[src/rtl/wb_arbiter_rr_qos_pkg.sv]
// wb_arbiter_rr_qos_pkg: state encodings and width helper shared by the arbiter files
package wb_arbiter_rr_qos_pkg;

   typedef enum logic [1:0] {
      ARB_IDLE  = 2'd0,
      ARB_GRANT = 2'd1,
      ARB_ERR   = 2'd2
   } arb_state_t;

   // ceil(log2(n)) but never less than one bit, so disabled counters still have a legal width
   function automatic int clog2w(input int n);
      int w;
      w = 1;
      while ((1 << w) < n) w++;
      return w;
   endfunction

endpackage

[src/rtl/wb_arbiter_rr_qos_if.sv]
// wb_arbiter_rr_qos_if: flattened multi-master Wishbone bus plus the shared slave port
interface wb_arbiter_rr_qos_if #(
   parameter int PORTS        = 4,
   parameter int DATA_WIDTH   = 32,
   parameter int ADDR_WIDTH   = 32,
   parameter int SELECT_WIDTH = DATA_WIDTH / 8
);
   logic [PORTS*ADDR_WIDTH-1:0]   wbm_adr_i;
   logic [PORTS*DATA_WIDTH-1:0]   wbm_dat_i;
   logic [DATA_WIDTH-1:0]         wbm_dat_o;
   logic [PORTS-1:0]              wbm_we_i;
   logic [PORTS*SELECT_WIDTH-1:0] wbm_sel_i;
   logic [PORTS-1:0]              wbm_stb_i;
   logic [PORTS-1:0]              wbm_cyc_i;
   logic [PORTS-1:0]              wbm_ack_o;
   logic [PORTS-1:0]              wbm_err_o;
   logic [ADDR_WIDTH-1:0]         wbs_adr_o;
   logic [DATA_WIDTH-1:0]         wbs_dat_o;
   logic                          wbs_we_o;
   logic [SELECT_WIDTH-1:0]       wbs_sel_o;
   logic                          wbs_stb_o;
   logic                          wbs_cyc_o;
   logic [DATA_WIDTH-1:0]         wbs_dat_i;
   logic                          wbs_ack_i;
   logic [PORTS-1:0]              grant_o;
   logic                          grant_valid_o;

   modport slave (
      input  wbm_adr_i, wbm_dat_i, wbm_we_i, wbm_sel_i, wbm_stb_i, wbm_cyc_i, wbs_dat_i, wbs_ack_i,
      output wbm_dat_o, wbm_ack_o, wbm_err_o, wbs_adr_o, wbs_dat_o, wbs_we_o, wbs_sel_o,
             wbs_stb_o, wbs_cyc_o, grant_o, grant_valid_o
   );

   modport master (
      output wbm_adr_i, wbm_dat_i, wbm_we_i, wbm_sel_i, wbm_stb_i, wbm_cyc_i, wbs_dat_i, wbs_ack_i,
      input  wbm_dat_o, wbm_ack_o, wbm_err_o, wbs_adr_o, wbs_dat_o, wbs_we_o, wbs_sel_o,
             wbs_stb_o, wbs_cyc_o, grant_o, grant_valid_o
   );

endinterface

[src/rtl/wb_arbiter_rr_qos_rr_pick.sv]
// rr_pick: combinational round-robin picker, first requester above last (wrapping) wins
module rr_pick
   import wb_arbiter_rr_qos_pkg::*;
#(
   parameter  int PORTS = 4,
   localparam int LW    = clog2w(PORTS)
) (
   input  logic [PORTS-1:0] request,
   input  logic [LW-1:0]    last,
   output logic [PORTS-1:0] pick,
   output logic [LW-1:0]    pick_idx,
   output logic             valid
);
   logic [LW-1:0] p;

   // scan last+1, last+2, ... modulo PORTS and keep the first hit
   always_comb begin
      pick     = '0;
      pick_idx = '0;
      valid    = 1'b0;
      p        = '0;
      for (int k = 1; k <= PORTS; k++) begin
         p = LW'((int'(last) + k) % PORTS);
         if (!valid && request[p]) begin
            valid    = 1'b1;
            pick[p]  = 1'b1;
            pick_idx = p;
         end
      end
   end

endmodule

[src/rtl/wb_arbiter_rr_qos.sv]
// wb_arbiter_rr_qos: round-robin Wishbone classic arbiter with per-grant quota and stall watchdog
module wb_arbiter_rr_qos
   import wb_arbiter_rr_qos_pkg::*;
#(
   parameter int PORTS        = 4,
   parameter int DATA_WIDTH   = 32,
   parameter int ADDR_WIDTH   = 32,
   parameter int SELECT_WIDTH = DATA_WIDTH / 8,
   parameter int MAX_XFERS    = 8,
   parameter int TIMEOUT      = 255
) (
   input  logic               clk,
   input  logic               rst,
   wb_arbiter_rr_qos_if.slave bus
);
   localparam int LW = clog2w(PORTS);
   localparam int XW = clog2w(MAX_XFERS + 1);
   localparam int WW = clog2w(TIMEOUT + 1);

   arb_state_t       state, state_n;
   logic [LW-1:0]    last, owner, pick_idx;
   logic [PORTS-1:0] grant, pick;
   logic             pick_valid;
   logic [XW-1:0]    xfer_cnt;
   logic [WW-1:0]    wd_cnt;
   logic             owner_cyc, quota_hit, wd_term, drive, err_fire;

   rr_pick #(.PORTS(PORTS)) u_pick (
      .request (bus.wbm_cyc_i),
      .last    (last),
      .pick    (pick),
      .pick_idx(pick_idx),
      .valid   (pick_valid)
   );

   assign bus.wbm_dat_o     = bus.wbs_dat_i;
   assign bus.grant_o       = grant;
   assign bus.grant_valid_o = state == ARB_GRANT;
   assign bus.wbm_ack_o     = grant & {PORTS{drive & bus.wbs_ack_i}};
   assign bus.wbm_err_o     = grant & {PORTS{err_fire}};

   // owner conditions: preemption once the quota is spent under contention, watchdog expiry
   always_comb begin
      owner_cyc = |(bus.wbm_cyc_i & grant);
      quota_hit = MAX_XFERS != 0 && xfer_cnt == XW'(MAX_XFERS) && |(bus.wbm_cyc_i & ~grant);
      wd_term   = TIMEOUT != 0 && wd_cnt == WW'(TIMEOUT);
      drive     = state == ARB_GRANT && owner_cyc && !quota_hit;
      err_fire  = drive && wd_term && !bus.wbs_ack_i;
   end

   // next state and the owner-to-slave request mux, zero whenever the bus is not driven
   always_comb begin
      state_n = state;
      case (state)
         ARB_IDLE:  state_n = pick_valid ? ARB_GRANT : ARB_IDLE;
         ARB_GRANT: state_n = (!owner_cyc || quota_hit) ? ARB_IDLE : err_fire ? ARB_ERR : ARB_GRANT;
         ARB_ERR:   state_n = owner_cyc ? ARB_ERR : ARB_IDLE;
         default:   state_n = ARB_IDLE;
      endcase
      bus.wbs_adr_o = '0;
      bus.wbs_dat_o = '0;
      bus.wbs_we_o  = 1'b0;
      bus.wbs_sel_o = '0;
      bus.wbs_stb_o = 1'b0;
      for (int i = 0; i < PORTS; i++) begin
         if (drive && grant[i]) begin
            bus.wbs_adr_o = bus.wbm_adr_i[i*ADDR_WIDTH +: ADDR_WIDTH];
            bus.wbs_dat_o = bus.wbm_dat_i[i*DATA_WIDTH +: DATA_WIDTH];
            bus.wbs_we_o  = bus.wbm_we_i[i];
            bus.wbs_sel_o = bus.wbm_sel_i[i*SELECT_WIDTH +: SELECT_WIDTH];
            bus.wbs_stb_o = bus.wbm_stb_i[i];
         end
      end
      bus.wbs_cyc_o = drive;
   end

   // state register
   always_ff @(posedge clk) begin
      if (rst) state <= ARB_IDLE;
      else state <= state_n;
   end

   // ownership: latch the pick on grant, record the owner as last when the bus is given up
   always_ff @(posedge clk) begin
      if (rst) begin
         last  <= LW'(PORTS - 1);
         owner <= '0;
         grant <= '0;
      end else if (state == ARB_IDLE && pick_valid) begin
         owner <= pick_idx;
         grant <= pick;
      end else if (state != ARB_IDLE && state_n == ARB_IDLE) begin
         last  <= owner;
         grant <= '0;
      end
   end

   // quota and watchdog counters, both cleared outside GRANT so each grant starts fresh
   always_ff @(posedge clk) begin
      if (rst || state != ARB_GRANT) begin
         xfer_cnt <= '0;
         wd_cnt   <= '0;
      end else begin
         if (drive && bus.wbs_ack_i && xfer_cnt != XW'(MAX_XFERS)) xfer_cnt <= xfer_cnt + 1'b1;
         wd_cnt <= bus.wbs_ack_i ? '0 : (bus.wbs_stb_o && wd_cnt != WW'(TIMEOUT)) ? wd_cnt + 1'b1 : wd_cnt;
      end
   end

endmodule
[src/flat_wrapper.sv]
// flat-port wrapper written by rule: the top's interface ports become plain ports
module wb_arbiter_rr_qos_flat import wb_arbiter_rr_qos_pkg::*;
#(
   parameter int PORTS        = 4,
   parameter int DATA_WIDTH   = 32,
   parameter int ADDR_WIDTH   = 32,
   parameter int SELECT_WIDTH = DATA_WIDTH / 8,
   parameter int MAX_XFERS    = 8,
   parameter int TIMEOUT      = 255
)
  (clk, rst, bus_wbm_adr_i, bus_wbm_dat_i, bus_wbm_we_i, bus_wbm_sel_i, bus_wbm_stb_i, bus_wbm_cyc_i, bus_wbs_dat_i, bus_wbs_ack_i, bus_wbm_dat_o, bus_wbm_ack_o, bus_wbm_err_o, bus_wbs_adr_o, bus_wbs_dat_o, bus_wbs_we_o, bus_wbs_sel_o, bus_wbs_stb_o, bus_wbs_cyc_o, bus_grant_o, bus_grant_valid_o);
  wb_arbiter_rr_qos_if #(.PORTS(PORTS), .DATA_WIDTH(DATA_WIDTH), .ADDR_WIDTH(ADDR_WIDTH), .SELECT_WIDTH(SELECT_WIDTH)) bus_i ();
  input  logic clk;
  input  logic rst;
  input wire logic [$bits(bus_i.wbm_adr_i)-1:0] bus_wbm_adr_i;
  input wire logic [$bits(bus_i.wbm_dat_i)-1:0] bus_wbm_dat_i;
  input wire logic [$bits(bus_i.wbm_we_i)-1:0] bus_wbm_we_i;
  input wire logic [$bits(bus_i.wbm_sel_i)-1:0] bus_wbm_sel_i;
  input wire logic [$bits(bus_i.wbm_stb_i)-1:0] bus_wbm_stb_i;
  input wire logic [$bits(bus_i.wbm_cyc_i)-1:0] bus_wbm_cyc_i;
  input wire logic [$bits(bus_i.wbs_dat_i)-1:0] bus_wbs_dat_i;
  input wire logic [$bits(bus_i.wbs_ack_i)-1:0] bus_wbs_ack_i;
  output wire logic [$bits(bus_i.wbm_dat_o)-1:0] bus_wbm_dat_o;
  output wire logic [$bits(bus_i.wbm_ack_o)-1:0] bus_wbm_ack_o;
  output wire logic [$bits(bus_i.wbm_err_o)-1:0] bus_wbm_err_o;
  output wire logic [$bits(bus_i.wbs_adr_o)-1:0] bus_wbs_adr_o;
  output wire logic [$bits(bus_i.wbs_dat_o)-1:0] bus_wbs_dat_o;
  output wire logic [$bits(bus_i.wbs_we_o)-1:0] bus_wbs_we_o;
  output wire logic [$bits(bus_i.wbs_sel_o)-1:0] bus_wbs_sel_o;
  output wire logic [$bits(bus_i.wbs_stb_o)-1:0] bus_wbs_stb_o;
  output wire logic [$bits(bus_i.wbs_cyc_o)-1:0] bus_wbs_cyc_o;
  output wire logic [$bits(bus_i.grant_o)-1:0] bus_grant_o;
  output wire logic [$bits(bus_i.grant_valid_o)-1:0] bus_grant_valid_o;
  assign bus_i.wbm_adr_i = bus_wbm_adr_i;
  assign bus_i.wbm_dat_i = bus_wbm_dat_i;
  assign bus_i.wbm_we_i = bus_wbm_we_i;
  assign bus_i.wbm_sel_i = bus_wbm_sel_i;
  assign bus_i.wbm_stb_i = bus_wbm_stb_i;
  assign bus_i.wbm_cyc_i = bus_wbm_cyc_i;
  assign bus_i.wbs_dat_i = bus_wbs_dat_i;
  assign bus_i.wbs_ack_i = bus_wbs_ack_i;
  assign bus_wbm_dat_o = bus_i.wbm_dat_o;
  assign bus_wbm_ack_o = bus_i.wbm_ack_o;
  assign bus_wbm_err_o = bus_i.wbm_err_o;
  assign bus_wbs_adr_o = bus_i.wbs_adr_o;
  assign bus_wbs_dat_o = bus_i.wbs_dat_o;
  assign bus_wbs_we_o = bus_i.wbs_we_o;
  assign bus_wbs_sel_o = bus_i.wbs_sel_o;
  assign bus_wbs_stb_o = bus_i.wbs_stb_o;
  assign bus_wbs_cyc_o = bus_i.wbs_cyc_o;
  assign bus_grant_o = bus_i.grant_o;
  assign bus_grant_valid_o = bus_i.grant_valid_o;
  wb_arbiter_rr_qos #(.PORTS(PORTS), .DATA_WIDTH(DATA_WIDTH), .ADDR_WIDTH(ADDR_WIDTH), .SELECT_WIDTH(SELECT_WIDTH), .MAX_XFERS(MAX_XFERS), .TIMEOUT(TIMEOUT)) u_core (.clk(clk), .rst(rst), .bus(bus_i));
endmodule
[config.mk]
export PLATFORM = sky130hd
export DESIGN_NAME = wb_arbiter_rr_qos_flat
export DESIGN_NICKNAME = d
export VERILOG_FILES = /design/src/rtl/wb_arbiter_rr_qos_pkg.sv /design/src/rtl/wb_arbiter_rr_qos_if.sv /design/src/rtl/wb_arbiter_rr_qos_rr_pick.sv /design/src/rtl/wb_arbiter_rr_qos.sv /design/src/flat_wrapper.sv
export SDC_FILE = /design/constraint.sdc
export NUM_CORES = 1
export LEC_CHECK = 0
export ABC_AREA = 1
export CAP_MARGIN = 20
export CORE_AREA = 2 2 171 173
export CTS_CLUSTER_SIZE = 30
export DETAILED_ROUTE_END_ITERATION = 6
export DIE_AREA = 0 0 173 175
export GPL_ROUTABILITY_DRIVEN = 0
export SLEW_MARGIN = 30
export SYNTH_ARGS = -nofsm -noshare
export SYNTH_HDL_FRONTEND = slang
export SYNTH_SLANG_ARGS = --single-unit
[constraint.sdc]
create_clock -name clk -period 2.2 [get_ports clk]
set_input_delay 0.44 -clock clk [delete_from_list [all_inputs] [get_ports clk]]
set_output_delay 0.44 -clock clk [all_outputs]
set_load 0.02 [all_outputs]
# Word level (Yosys, flattened, before mapping)
# Index checks and enable logic that the tools add are counted.
# classes
n_addsub	6
mul	0
div	0
n_lt_le_gt_ge	8
n_eq_ne	7
n_shift	0
n_mux	55
n_bitwise	10
reduce_logical	37
# op_table
operator	n
2-to-1 mux 32 bit	8
2-to-1 mux 4 bit	10
logical AND 1 bit	21
2-to-1 mux 1 bit	21
AND 4 bit	4
2-to-1 mux 2 bit	7
less-than comparator 2 x 3 -> 1 bit (second input constant)	4
OR 4 bit	3
adder 8 x 1 -> 8 bit (second input constant)	1
binary-select mux 1 bit (select 2 bit)	4
demux 1 bit (select 2 bit)	4
== test 8 bit (second input constant)	1
greater-or-equal comparator 2 x 1 -> 1 bit (second input constant)	4
inequality test 8 bit (second input constant)	1
OR reduction 4 bit	2
logical NOT 1 bit	6
one-hot mux 2 bit (3 select lines)	1
adder 2 x 1 -> 2 bit (second input constant)	2
adder 2 bit (second input constant)	2
adder 4 x 1 -> 4 bit (second input constant)	1
== test 4 bit (second input constant)	1
logical NOT 2 bit	2
inequality test 4 bit (second input constant)	1
inverter 4 bit	1
9 further kinds	11
# word_totals
ff_bits	22
latchBits	0
mem_bits_rw	0
mem_bits_ro	0
in_bits	319
output_inout_bits	116
elab_cells	129
memories	0

# Longest topological paths before layout
# logic_depth
depth_word	19
ltp_mapped	15

# Modules after synthesis
# Synthesis repeated with hierarchy kept, for this count alone.
# unflattened
hier_cells	900
area_unflattened_um2	4860.9
# by_module_without_submodules
module	instances	cells_per_inst	area_each_um2
wb_arbiter_rr_qos	1	819	4325.4
rr_pick	1	81	535.5

# Worst setup path after synthesis
# OpenSTA, ideal clock, no wires.
# synth_timing
path_type	flip-flop to output port
startpoint	register u_core.grant[1], in the netlist u_core.bus.grant_o[1]
endpoint	output port bus_wbs_dat_o[0]
arrival_ns	2.135
required_time_ns	1.760
setup_slack_ns	-0.375
stages_incl_launch_ff	14
cell_sequence	dfxtp_1 -> buf_4 -> inv_2 -> nand2_1 -> nand2_2 -> o21ai_4 -> and2_1 -> buf_6 -> nand2_4 -> buf_6 -> buf_6 -> o22ai_2 -> a21oi_1 -> nor2_1
# synth_between
elab_chain_len	11
word_cells_on_any_way	17
cone_classes	4 x mux; 3 x bitwise; 10 x reduce/logical
# synth_rtl
element	line_no	text
start: declaration	wb_arbiter_rr_qos.sv:22	logic [PORTS-1:0] grant, pick;
start signal: assignment	wb_arbiter_rr_qos.sv:91	grant <= pick;
inverter 4 bit	wb_arbiter_rr_qos.sv:45	quota_hit = MAX_XFERS != 0 && xfer_cnt == XW'(MAX_XFERS) && |(bus.wbm_cyc_i & ~grant);
AND 4 bit	wb_arbiter_rr_qos.sv:45	
OR reduction 4 bit	wb_arbiter_rr_qos.sv:45	
logical AND 1 bit	wb_arbiter_rr_qos.sv:45	
logical NOT 1 bit	wb_arbiter_rr_qos.sv:47	drive = state == ARB_GRANT && owner_cyc && !quota_hit;
logical AND 1 bit (*)	wb_arbiter_rr_qos.sv:47	
via bus_wbs_cyc_o	flat_wrapper.sv:31	output wire logic [$bits(bus_i.wbs_cyc_o)-1:0] bus_wbs_cyc_o;
logical AND 1 bit	wb_arbiter_rr_qos.sv:66	if (drive && grant[i]) begin
2-to-1 mux 32 bit (3 in a row)	wb_arbiter_rr_qos.sv:66	
2-to-1 mux 32 bit (*)	wb_arbiter_rr_qos.sv:66	
end: declaration	flat_wrapper.sv:27	output wire logic [$bits(bus_i.wbs_dat_o)-1:0] bus_wbs_dat_o;
# Mark *: on every way through the listed nets, which the timed path passes. The rest lies on a longest branch.

# Final worst setup path
# layout_timing
startpoint	register u_core.grant[2], in the netlist u_core.bus.grant_o[2]
endpoint	output port bus_wbs_adr_o[0]
# layout_between
elab_chain_len	11
word_cells_on_any_way	17
cone_classes	4 x mux; 3 x bitwise; 10 x reduce/logical
# layout_rtl
element	line_no	text
inverter 4 bit	wb_arbiter_rr_qos.sv:45	
AND 4 bit	wb_arbiter_rr_qos.sv:45	
OR reduction 4 bit	wb_arbiter_rr_qos.sv:45	
logical AND 1 bit	wb_arbiter_rr_qos.sv:45	
logical NOT 1 bit	wb_arbiter_rr_qos.sv:47	
logical AND 1 bit	wb_arbiter_rr_qos.sv:47	
logical AND 1 bit	wb_arbiter_rr_qos.sv:66	
2-to-1 mux 32 bit (3 in a row)	wb_arbiter_rr_qos.sv:66	
2-to-1 mux 32 bit (*)	wb_arbiter_rr_qos.sv:66	
end: declaration	flat_wrapper.sv:26	output wire logic [$bits(bus_i.wbs_adr_o)-1:0] bus_wbs_adr_o;
# Mark *: on every way between the ends. The rest lies on a longest branch, timed or not.

==> results.md <==
| Metric | Value |
| --- | --- |
| Number of buffers and inverters on the critical path | 9 |
| Worst max-slew margin expressed relative to the limit | 77.4% |
| Sink Count | 22 |
| Post-synthesis area per instance | 5.12 sq um |
| Peak supply drop | 240 uV |
| Global-route wire length before repair | 47.0 mm |
| Number of unique standard cell types used by synthesis | 31 |
| Average wire per standard cell | 18.7 microns |
| Most common cell after layout, fill and taps aside | sky130_fd_sc_hd__clkdlybuf4s50_1 |
| Vias in the first global route | 8089 |
| Chain of cells forming the critical path | inv_2, nand2_1, nand2_2, o21ai_4, buf_8, buf_6, nand3_4, buf_12, buf_12, buf_8, buf_6, buf_16, nor2_4, nor2_4, buf_6 |
| Clock share of power | 15.2% |
| Post-place instance area | 9460 sq um |
| Number of optimization iterations in the first detailed-route pass | 7 |
| Post-placement cell count | 1650 |
| Post-synthesis cell area | 4540 sq um |
| Area of combinational cells with multiple inputs | 4650 sq um |
| Final layout net count | 1716 |
| Vertical extent of the die | 175 microns |
| I/O Buffers | 370 |
| Total vias in the final route | 7911 |
| Hold WC Path Type | reg -> reg |
| Later-pin clock latency in the skew report | 0.26 ns |
| Final critical path time including I/O delays and setup | 2.70 ns |
| Sequential cell fraction of total power | 13.9% |
| Cell leakage power | 5.78 nW |
| Cell types with the largest area share after synthesis | sky130_fd_sc_hd__inv_1 (14%), sky130_fd_sc_hd__nor2_1 (13%), sky130_fd_sc_hd__nand2_1 (12%), sky130_fd_sc_hd__dfxtp_1 (9.7%), sky130_fd_sc_hd__a21oi_1 (9.6%) |
| Yosys top cell by area | sky130_fd_sc_hd__inv_1 |
| Type of the setup path with the least slack | reg -> out |
| Final Slew Violations | 0 |
| Clock tree from TritonCTS | yes |
| Critical Path Start Type | flip-flop |
| Setup repair after global routing missed its margin | true |
| Clock transition at the registers of the reported paths | 0.06 ns |
| Actual slew at the worst max-slew pin | 0.339 ns |
| Maximum buffer depth of the clock tree | 2 |
| Setup slack after placement | -1.18 ns |
| Die boundary width | 173 microns |
| Final clock skew | 0.00303 ns |
| Max incr delay on CP | 0.37 ns |
| DRT iter0 DRCs | 440 |
| Int Pwr | 0.00203 W |
| H-Tree Depth | 1 |
| Antenna Violating Nets Remaining | 0 |
| DRC viols | 0 |
| Total power density per cell area | 267 nW/um^2 |
| Total Die Area | 30300 sq um |
| Initial core utilization | 16.0% |
| Share of post-route cells with drive strength above 1 | 44.5% |
| Most used cells in the layout excluding fill and tap cells | sky130_fd_sc_hd__clkdlybuf4s50_1 (287), sky130_fd_sc_hd__inv_1 (159), sky130_fd_sc_hd__nand2_1 (124), sky130_fd_sc_hd__buf_6 (110), sky130_fd_sc_hd__buf_4 (107) |
| Pin count of the biggest net entering global routing | 46 |
| Sequential share of the synthesized area | 9.70% |
| Layout overhead on the synthesized area | 181% |
| Final setup fails | 85 |
| Cell type group with the largest total delay on the critical path | buffers and inverters |
| Outcome | finished with violations |
| Finished Cell Area | 12800 sq um |
| Most frequent cell on the critical path | sky130_fd_sc_hd__buf_6 |
| Total number of yosys warnings | 0 |
| Post-route non-filler standard cell count | 1770 |
| Core area | 28400 sq um |
| Final Hold Violating Endpoints | 0 |
| Number of flip-flops and latches in the synthesized netlist | 22 |
| CTS buffer count | 3 |
| Total Routed Length | 33.2 mm |
| Highest clock rate | 370 MHz |
| Net count of the mapped netlist | 1217 |
| Total gr overflow | 0 |
| Category of the worst setup path capture point | output port |
| Data arrival time at the worst-slack endpoint | 2.26 ns |
| Combinational share of power | 70.9% |
| Clock Root Buffer | sky130_fd_sc_hd__clkbuf_16 |
| Share of the cycle needed by the critical path after routing | 123% |
| Net switching component of the power | 0.00138 W |
| Violations in the final reports | setup timing |
| Post-Syn Instances | 887 |
| Count of maximum capacitance violations | 0 |
| Number of cell rows | 62 |
| Setup slack of the critical path after layout | -0.505 ns |
| FF/Latch Area | 455 sq um |
| Slowest cell on the critical path | sky130_fd_sc_hd__dfxtp_4 |
| Top fanout value on the critical path | 5 |
| Post-detail-place hpwl | 21.3 mm |
| Overall global routing resource usage | 19.7% |
| Routed vias/inst | 4.47 |
| Sw frac | 40.5% |
| Required time worst endpoint | 1.76 ns |
| Filler cell count | 2712 |
| Number of antenna violations at the first check in global routing | 2 |
| Setup TNS | -31.08 ns |
| Boundary pin count | 435 |
| Post-synth top area share | 13.6% |
[metrics by stage]
stage | hold slack, ns | total power [W] | utilization [%]
finish | 0.458 | 0.00341 | 44.9
global route | 0.487 | 0.00360 | 44.9
CTS | 0.461 | 0.00325 | 41.7
detailed placement | 0.440 | 0.00244 | 33.3
global placement | 0.441 | 0.00245 | 33.3
floorplan | 0.424 | 0.00142 | -
[logic make-up after synthesis]
kind of cell,after synthesis,share of synthesized area [%]
AND/OR/NAND/NOR,355,31.4
buffers and inverters,254,24.5
AO/OA/AOI/OAI,237,29.8
flip-flops,22,9.70
adder cells (fa/ha/maj),11,3.03
XOR/XNOR,8,1.54
[power by group through the flow]
stage	combinational (W)	clock (W)	sequential (W)
after floorplan	0.000920	0	0.000500
after global placement	0.00197	0	0.000479
after detailed placement	0.00196	0	0.000478
after global routing	0.00259	0.000533	0.000480
after CTS	0.00225	0.000523	0.000472
final	0.00242	0.000516	0.000474
[per-layer routing]
layer  wire length (microns)  track usage, %  vias to the layer above
met3                    2410            4.96                       44
met1                   13800            24.6                     3687
met4                     673            4.84                        0
met5                       0               0                        -
met2                   16300            33.8                      367
li1                        -               -                     3813
[flip-flops by register name, summed over array words and instances (netlist names)]
| name | flops |
|---|---|
| u_core.last | 2 |
| u_core.wd_cnt | 8 |
| u_core.state | 2 |
| u_core.xfer_cnt | 4 |
| u_core.owner | 2 |
| u_core.bus.grant_o | 4 |
[synth_stat cells]
cell type                  number
sky130_fd_sc_hd__buf_1          4
sky130_fd_sc_hd__and2_1         1
sky130_fd_sc_hd__a21oi_1       87
sky130_fd_sc_hd__or3_1          1
sky130_fd_sc_hd__nand4_1       13
sky130_fd_sc_hd__clkinv_1       1
sky130_fd_sc_hd__buf_6          3
sky130_fd_sc_hd__a31oi_1        3
sky130_fd_sc_hd__xor2_1         5
sky130_fd_sc_hd__clkbuf_1      39
sky130_fd_sc_hd__nand2_4        1
sky130_fd_sc_hd__inv_1        165
sky130_fd_sc_hd__inv_2          1
sky130_fd_sc_hd__o22ai_2       10
sky130_fd_sc_hd__nor2_2         1
sky130_fd_sc_hd__o21ai_4        1
sky130_fd_sc_hd__nor3_1         2
sky130_fd_sc_hd__a21boi_0       1
sky130_fd_sc_hd__a22oi_1        1
sky130_fd_sc_hd__nor2_1       162
sky130_fd_sc_hd__o22ai_1       58
sky130_fd_sc_hd__xnor2_1        3
sky130_fd_sc_hd__nand2_2        3
sky130_fd_sc_hd__o21ai_0       75
sky130_fd_sc_hd__buf_2          7
sky130_fd_sc_hd__ha_1          11
sky130_fd_sc_hd__o21ai_1        1
sky130_fd_sc_hd__buf_4         34
sky130_fd_sc_hd__dfxtp_1       22
sky130_fd_sc_hd__nand2_1      143
sky130_fd_sc_hd__nand3_1       28
[worst min-delay path, cell delays in order (launching register included)]
cell and delay [ns]:
sky130_fd_sc_hd__dfxtp_1 0.32, sky130_fd_sc_hd__nand2_1 0.05, sky130_fd_sc_hd__nand3_1 0.05
[cell type report]
class	count	share of cell area (%)
antenna	1	0.0196
clock buffer	3	0.588
clock inverter	1	0.235
inverter	167	4.95
multi-input combinational	612	36.5
sequential	22	3.57
tap	384	3.77
timing repair buffer	580	50.4
[final timing paths]
path	from	end	slack, ns	depth (start not counted)
worst max register to register	u_core.bus.grant_o[2]	u_core.wd_cnt[2]	-0.06	19
worst min register to register	u_core.owner[1]	u_core.last[1]	0.46	2
worst max-delay path	u_core.bus.grant_o[2]	bus_wbs_adr_o[0]	-0.50	15
worst min-delay path	u_core.owner[1]	u_core.last[1]	0.46	2
[what timing repair did]
action,in CTS,in global routing
gates resized for setup,726,195
setup endpoints to repair,87,92
pin swaps,44,76
hold buffers,0,0
gates cloned,19,5
setup buffers,89,25
(Power assumes the default switching activity.)
